$ cat src/rtl/sdram_arb_pkg.sv
`default_nettype none
// +-----------------------------------------------------------------------+
// | Module  : sdram_arb_pkg                                               |
// | Purpose : Shared types and helpers for the SDRAM client arbiter.      |
// | Rev     : 1.0  initial release                                        |
// +-----------------------------------------------------------------------+
package sdram_arb_pkg;

  // Largest supported client count.
  localparam int MAX_N = 8;

  // Arbiter transaction states.
  typedef enum logic [1:0] {
    IDLE = 2'd0,
    RD   = 2'd1,
    WR   = 2'd2,
    ACK  = 2'd3
  } arb_state_t;

  // Width of a client index; never narrower than one bit.
  function automatic int grant_width(input int n);
    return (n > 1) ? $clog2(n) : 1;
  endfunction

endpackage
`default_nettype wire

$ cat src/rtl/sdram_arbiter_rr_pick.sv
`default_nettype none
// +-----------------------------------------------------------------------+
// | Module  : rr_pick                                                     |
// | Purpose : Combinational round-robin picker with optional fixed top    |
// |           priority for client 0.                                      |
// | Rev     : 1.0  initial release                                        |
// +-----------------------------------------------------------------------+
module rr_pick
  import sdram_arb_pkg::*;
#(
  parameter int N  = 4,
  parameter int GW = grant_width(N)
) (
  input  logic [N-1:0]  req,
  input  logic [GW-1:0] last,
  input  logic          prio0,
  output logic          found,
  output logic [GW-1:0] index
);

  localparam logic [GW-1:0] TOP_IDX = GW'(N - 1);

  logic [GW-1:0] cand;
  logic          hit;

  // Walk the ring from one past the last grant; first requester wins, client 0 overrides under prio0.
  always_comb begin
    cand  = last;
    hit   = 1'b0;
    index = '0;
    for (int k = 0; k < N; k++) begin
      cand = (cand == TOP_IDX) ? '0 : cand + 1'b1;
      if (!hit && req[cand]) begin
        hit   = 1'b1;
        index = cand;
      end
    end
    if (prio0 && req[0]) begin
      index = '0;
    end
    found = hit;
  end

endmodule
`default_nettype wire

$ cat src/rtl/sdram_arbiter.sv
`default_nettype none
// +-----------------------------------------------------------------------+
// | Module  : sdram_arbiter                                               |
// | Purpose : Serialises N request/ack clients onto the SDRAM controller  |
// |           read and write ports, one transaction at a time.            |
// |           Legal client count is 2..MAX_N.                             |
// | Rev     : 1.0  initial release                                        |
// +-----------------------------------------------------------------------+
module sdram_arbiter
  import sdram_arb_pkg::*;
#(
  parameter int N     = 4,
  parameter int AW    = 20,
  parameter int DW    = 16,
  parameter bit PRIO0 = 1'b1
) (
  input  logic          clk,
  input  logic          reset,
  input  logic [N-1:0]    cli_req,
  input  logic [N-1:0]    cli_we,
  input  logic [N*AW-1:0] cli_addr,
  input  logic [N*DW-1:0] cli_wdata,
  output logic [N-1:0]    cli_ack,
  output logic [DW-1:0]   cli_rdata,
  output logic [AW-1:0] mem_rd_addr,
  output logic          mem_rd_ready,
  input  logic [DW-1:0] mem_rd_data,
  input  logic          mem_rd_valid,
  output logic [AW-1:0] mem_wr_addr,
  output logic [DW-1:0] mem_wr_data,
  output logic          mem_wr_valid,
  input  logic          mem_wr_ready
);

  localparam int            GW         = grant_width(N);
  localparam logic [GW-1:0] LAST_RESET = GW'(N - 1);

  arb_state_t    state;
  arb_state_t    state_next;
  logic [GW-1:0] grant;
  logic [GW-1:0] last_grant;
  logic [GW-1:0] pick_idx;
  logic          pick_found;
  logic [AW-1:0] addr_q;
  logic [DW-1:0] wdata_q;
  logic [AW-1:0] addr_arr  [N];
  logic [DW-1:0] wdata_arr [N];

  genvar i;
  for (i = 0; i < N; i++) begin : g_unpack
    assign addr_arr[i]  = cli_addr[i*AW +: AW];
    assign wdata_arr[i] = cli_wdata[i*DW +: DW];
  end

  rr_pick #(
    .N  (N),
    .GW (GW)
  ) u_pick (
    .req   (cli_req),
    .last  (last_grant),
    .prio0 (PRIO0),
    .found (pick_found),
    .index (pick_idx)
  );

  // State register.
  always_ff @(posedge clk) begin
    if (reset) begin
      state <= IDLE;
    end else begin
      state <= state_next;
    end
  end

  // Next state and controller/client outputs; requests are masked by the strobe so none repeats.
  always_comb begin
    state_next   = state;
    mem_rd_addr  = '0;
    mem_rd_ready = 1'b0;
    mem_wr_addr  = '0;
    mem_wr_data  = '0;
    mem_wr_valid = 1'b0;
    cli_ack      = '0;
    case (state)
      IDLE: begin
        if (pick_found) begin
          state_next = cli_we[pick_idx] ? WR : RD;
        end
      end
      RD: begin
        mem_rd_addr  = addr_q;
        mem_rd_ready = ~mem_rd_valid;
        if (mem_rd_valid) begin
          state_next = ACK;
        end
      end
      WR: begin
        mem_wr_addr  = addr_q;
        mem_wr_data  = wdata_q;
        mem_wr_valid = ~mem_wr_ready;
        if (mem_wr_ready) begin
          state_next = ACK;
        end
      end
      ACK: begin
        cli_ack[grant] = 1'b1;
        state_next     = IDLE;
      end
      default: state_next = IDLE;
    endcase
  end

  // Latch the winner's transaction, capture read data, and advance the round-robin pointer on ack.
  always_ff @(posedge clk) begin
    if (reset) begin
      grant      <= '0;
      last_grant <= LAST_RESET;
      addr_q     <= '0;
      wdata_q    <= '0;
      cli_rdata  <= '0;
    end else begin
      if (state == IDLE && pick_found) begin
        grant   <= pick_idx;
        addr_q  <= addr_arr[pick_idx];
        wdata_q <= wdata_arr[pick_idx];
      end
      if (state == RD && mem_rd_valid) begin
        cli_rdata <= mem_rd_data;
      end
      if (state == ACK) begin
        last_grant <= grant;
      end
    end
  end

endmodule
`default_nettype wire

$ cat config.mk
export PLATFORM = sky130hd
export DESIGN_NAME = sdram_arbiter
export DESIGN_NICKNAME = d
export VERILOG_FILES = /design/src/rtl/sdram_arb_pkg.sv /design/src/rtl/sdram_arbiter_rr_pick.sv /design/src/rtl/sdram_arbiter.sv
export SDC_FILE = /design/constraint.sdc
export NUM_CORES = 1
export LEC_CHECK = 0
export ABC_CLOCK_PERIOD_IN_PS = 2200
export BUFFER_PORTS_ARGS = -buffer_cell sky130_fd_sc_hd__buf_2
export CORE_AREA = 5 5 111 113
export CTS_BUF_LIST = sky130_fd_sc_hd__clkbuf_4
export CTS_CLUSTER_DIAMETER = 30
export DETAILED_ROUTE_END_ITERATION = 10
export DIE_AREA = 0 0 116 118
export GPL_ROUTABILITY_DRIVEN = 0
export GPL_TIMING_DRIVEN = 0
export PLACE_DENSITY = 0.75
export SKIP_LAST_GASP = 1
export SYNTH_ARGS = -nofsm -noshare
export SYNTH_HDL_FRONTEND = slang
export SYNTH_SLANG_ARGS = --single-unit
$ cat constraint.sdc
create_clock -name clk -period 2.2 [get_ports clk]
set_clock_uncertainty 0.1 [all_clocks]
set_input_delay 0.22 -clock clk [delete_from_list [all_inputs] [get_ports clk]]
set_output_delay 0.22 -clock clk [all_outputs]
set_load 0.1 [all_outputs]
==> impl_metrics.ini <==
[logic_synthesis]
yosysTopAreaCell = dfxtp_1
synth-async-reset-ratio_pct = 0
synthFlopType = dfxtp_1
synth_top_cell_area_share_pct = 33.08
synthCells = 409
ys_seq_area_share_pct = 33.08
ys_top_cells_by_area = dfxtp_1 (33%), mux2i_1 (16%), and2_1 (10%)
netlist_area_um2 = 3510
synth-edff-count = 0
avgSynthCellArea_um2 = 8.581
ys_types = 39
synth_nets = 587
ys_seq_elements = 58
yosys_warnings = 0

[job]
cap_violations = 0

[cts]
clock_sinks = 58
cts_root_buf = clkbuf_4
numCtsBuffers = 9
clk_latency_ns = 0.39
htree_levels = 3
clock_path_buffers = 2
path_clk_slew_ns = 0.11
cts_tree = yes

[final_layout]
layout-drive-gt1-share_pct = 46.69
layout_common_cells = buf_2 (192), nand2_1 (68), and2_1 (58)
fillers = 1057
fin_nets = 882
fin_cells = 854
final_common_cell = buf_2
area_growth_pct = 70.12

[setup_path]
rr_worst_depth = 6
rr_startpoint = last_grant[0]$_SDFFE_PP1P_
rr_endpoint = state[1]$_SDFFE_PP0P_
crit_type = reg2reg
start_kind = register
critPathArrivalTime_ns = 2.37
end_kind = register
cp_max_fo = 7
worstPathRequired_ns = 2.40
rrSetupSlack_ns = 0.03

[global_route]
grt_max_degree = 11
grt_pass1_vias = 4196
antenna_found_initial = 2
overflow = 0
grt_pass1_wl_um = 21490
grt_use_total_pct = 19.98

[floorplanning]
coreArea_um2 = 11220
design.die.area_um2 = 13690
placementRows = 39
die_h_um = 118
num_io_pins = 250
start_util_pct = 31.27
die_x_um = 116

[timing]
max-slew-margin-rel_pct = 55.69
max_freq_ghz = 0.4607
worstMarginPinSlew_ns = 0.6586
period_share_pct = 98.67
setup-violations-final = 0
hold_violations = 0
slew_violations = 0
min_period_ns = 2.171

[placement]
port_buffers = 248
hpwl_um = 10370
dp_cells = 800

[detailed_routing]
drc_errors = 0
vias = 4124
dr.first_iter.drc_count = 222
routedWlPerCell_um = 16.89
vias_per_cell = 4.829
dr.pass1.iters = 5
antenna_left = 0
wirelength_um = 14430

[hold_path]
min_from = cli_wdata[47]
whs_path_depth = 3
hp-class = in2reg
min_to = wdata_q[15]$_SDFFE_PP0P_

[power_and_ir_drop]
fin_total_pwr_mw = 6.594
power_density_nw_per_um2 = 1104
power.leakage_nw = 2.889
ir_drop_mv = 0.5866

[status]
status = complete, no violations
==> worst max-delay path by stage <==
stage	cells after the start	startpoint	to	slack, ns
2_1_floorplan	3	state[1]$_SDFFE_PP0P_	cli_ack[2]	0.02
3_3_place_gp	7	last_grant[0]$_SDFFE_PP1P_	wdata_q[3]$_SDFFE_PP0P_	-0.46
3_5_place_dp	7	last_grant[0]$_SDFFE_PP1P_	wdata_q[3]$_SDFFE_PP0P_	-0.48
4_1_cts	5	state[0]$_SDFFE_PP0P_	mem_wr_data[1]	-0.02
5_1_grt	6	last_grant[0]$_SDFFE_PP1P_	state[1]$_SDFFE_PP0P_	-0.004
6_report	6	last_grant[0]$_SDFFE_PP1P_	state[1]$_SDFFE_PP0P_	0.03
==> layer usage <==
metal | part of all wire [%] | global-route usage, % | routed length, um
met5 | 0 | 0 | 0
met1 | 40 | 24.01 | 5752
met4 | 1.7 | 6.309 | 250
met3 | 7.0 | 5.039 | 1008
met2 | 51 | 34.42 | 7415
==> synth_stat cells, types with 6 or more instances <==
library cell,instances
a21oi_1,20
and2_1,58
o21ai_0,20
dfxtp_1,58
mux2i_1,56
a221oi_1,20
o211ai_1,15
nand2_1,69
ha_1,6
mux2_2,15
nor2_1,8
clkbuf_1,23
==> registers in the layout (all words and copies together) (netlist names) <==
signal	flops
wdata_q	16
addr_q	20
cli_rdata	16
state	2
grant	2
last_grant	2
==> final cells by class <==
type | instances | area (um^2) | share of cell area (%)
well taps | 143 | 178.9 | 2.997
clock buffers | 9 | 67.56 | 1.132
repair buffers | 286 | 1946 | 32.59
diodes | 2 | 5.005 | 0.08382
clock inverters | 7 | 131.4 | 2.200
inverters | 4 | 15.01 | 0.2515
flip-flops and latches | 58 | 1165 | 19.51
plain buffers | 28 | 165.2 | 2.766
multi-input cells | 317 | 2297 | 38.47
==> critical path, cell delays in order (launching register included) <==
cell      delay (ns)
dfxtp_4         0.38
ha_4            0.27
nand2b_1        0.14
a21o_1          0.23
nand2_4         0.15
mux4_2          0.55
a41o_1          0.26
==> metrics by stage <==
step	utilization (%)	worst slack [ns]	hold WS, ns	TNS [ns]	area (um^2)
after floorplan	-	0.01886	0.2560	0	3537
after global placement	44.17	-0.4555	0.3397	-15.64	4957
after detailed placement	44.17	-0.4788	0.3437	-16.11	4957
after CTS	51.33	-0.01820	0.00004485	-0.01820	5761
after global routing	53.20	-0.004041	0.008642	-0.009856	5971
final	53.20	0.02935	0.03435	0	5971
==> timing repair <==
item | in CTS | in global routing
endpoints found under the hold margin | 25 | 0
setup buffers | 6 | 6
setup endpoints to repair | 96 | 89
pin swaps | 2 | 5
cloned | 0 | 0
resized for setup | 103 | 63
hold buffers | 26 | 0
==> where the power goes <==
group          total [mW]  switching [mW]  internal [mW]
combinational        3.93            2.71           1.22
sequential           1.56           0.199           1.36
clock                1.11           0.425          0.680
total                6.59            3.33           3.26
==> cells by family (layout without fill, tap and decap cells) <==
group | after synthesis | in the layout | share of synthesized area [%]
fa+ha+maj | 6 | 6 | 2.139
flops | 58 | 58 | 33.08
other cells | 0 | 2 | 0
mux | 72 | 72 | 21.43
compound gates | 89 | 89 | 17.86
simple gates | 150 | 150 | 21.28
buf+inv | 34 | 334 | 4.206
Note: power is estimated with default switching activity, not from simulation.
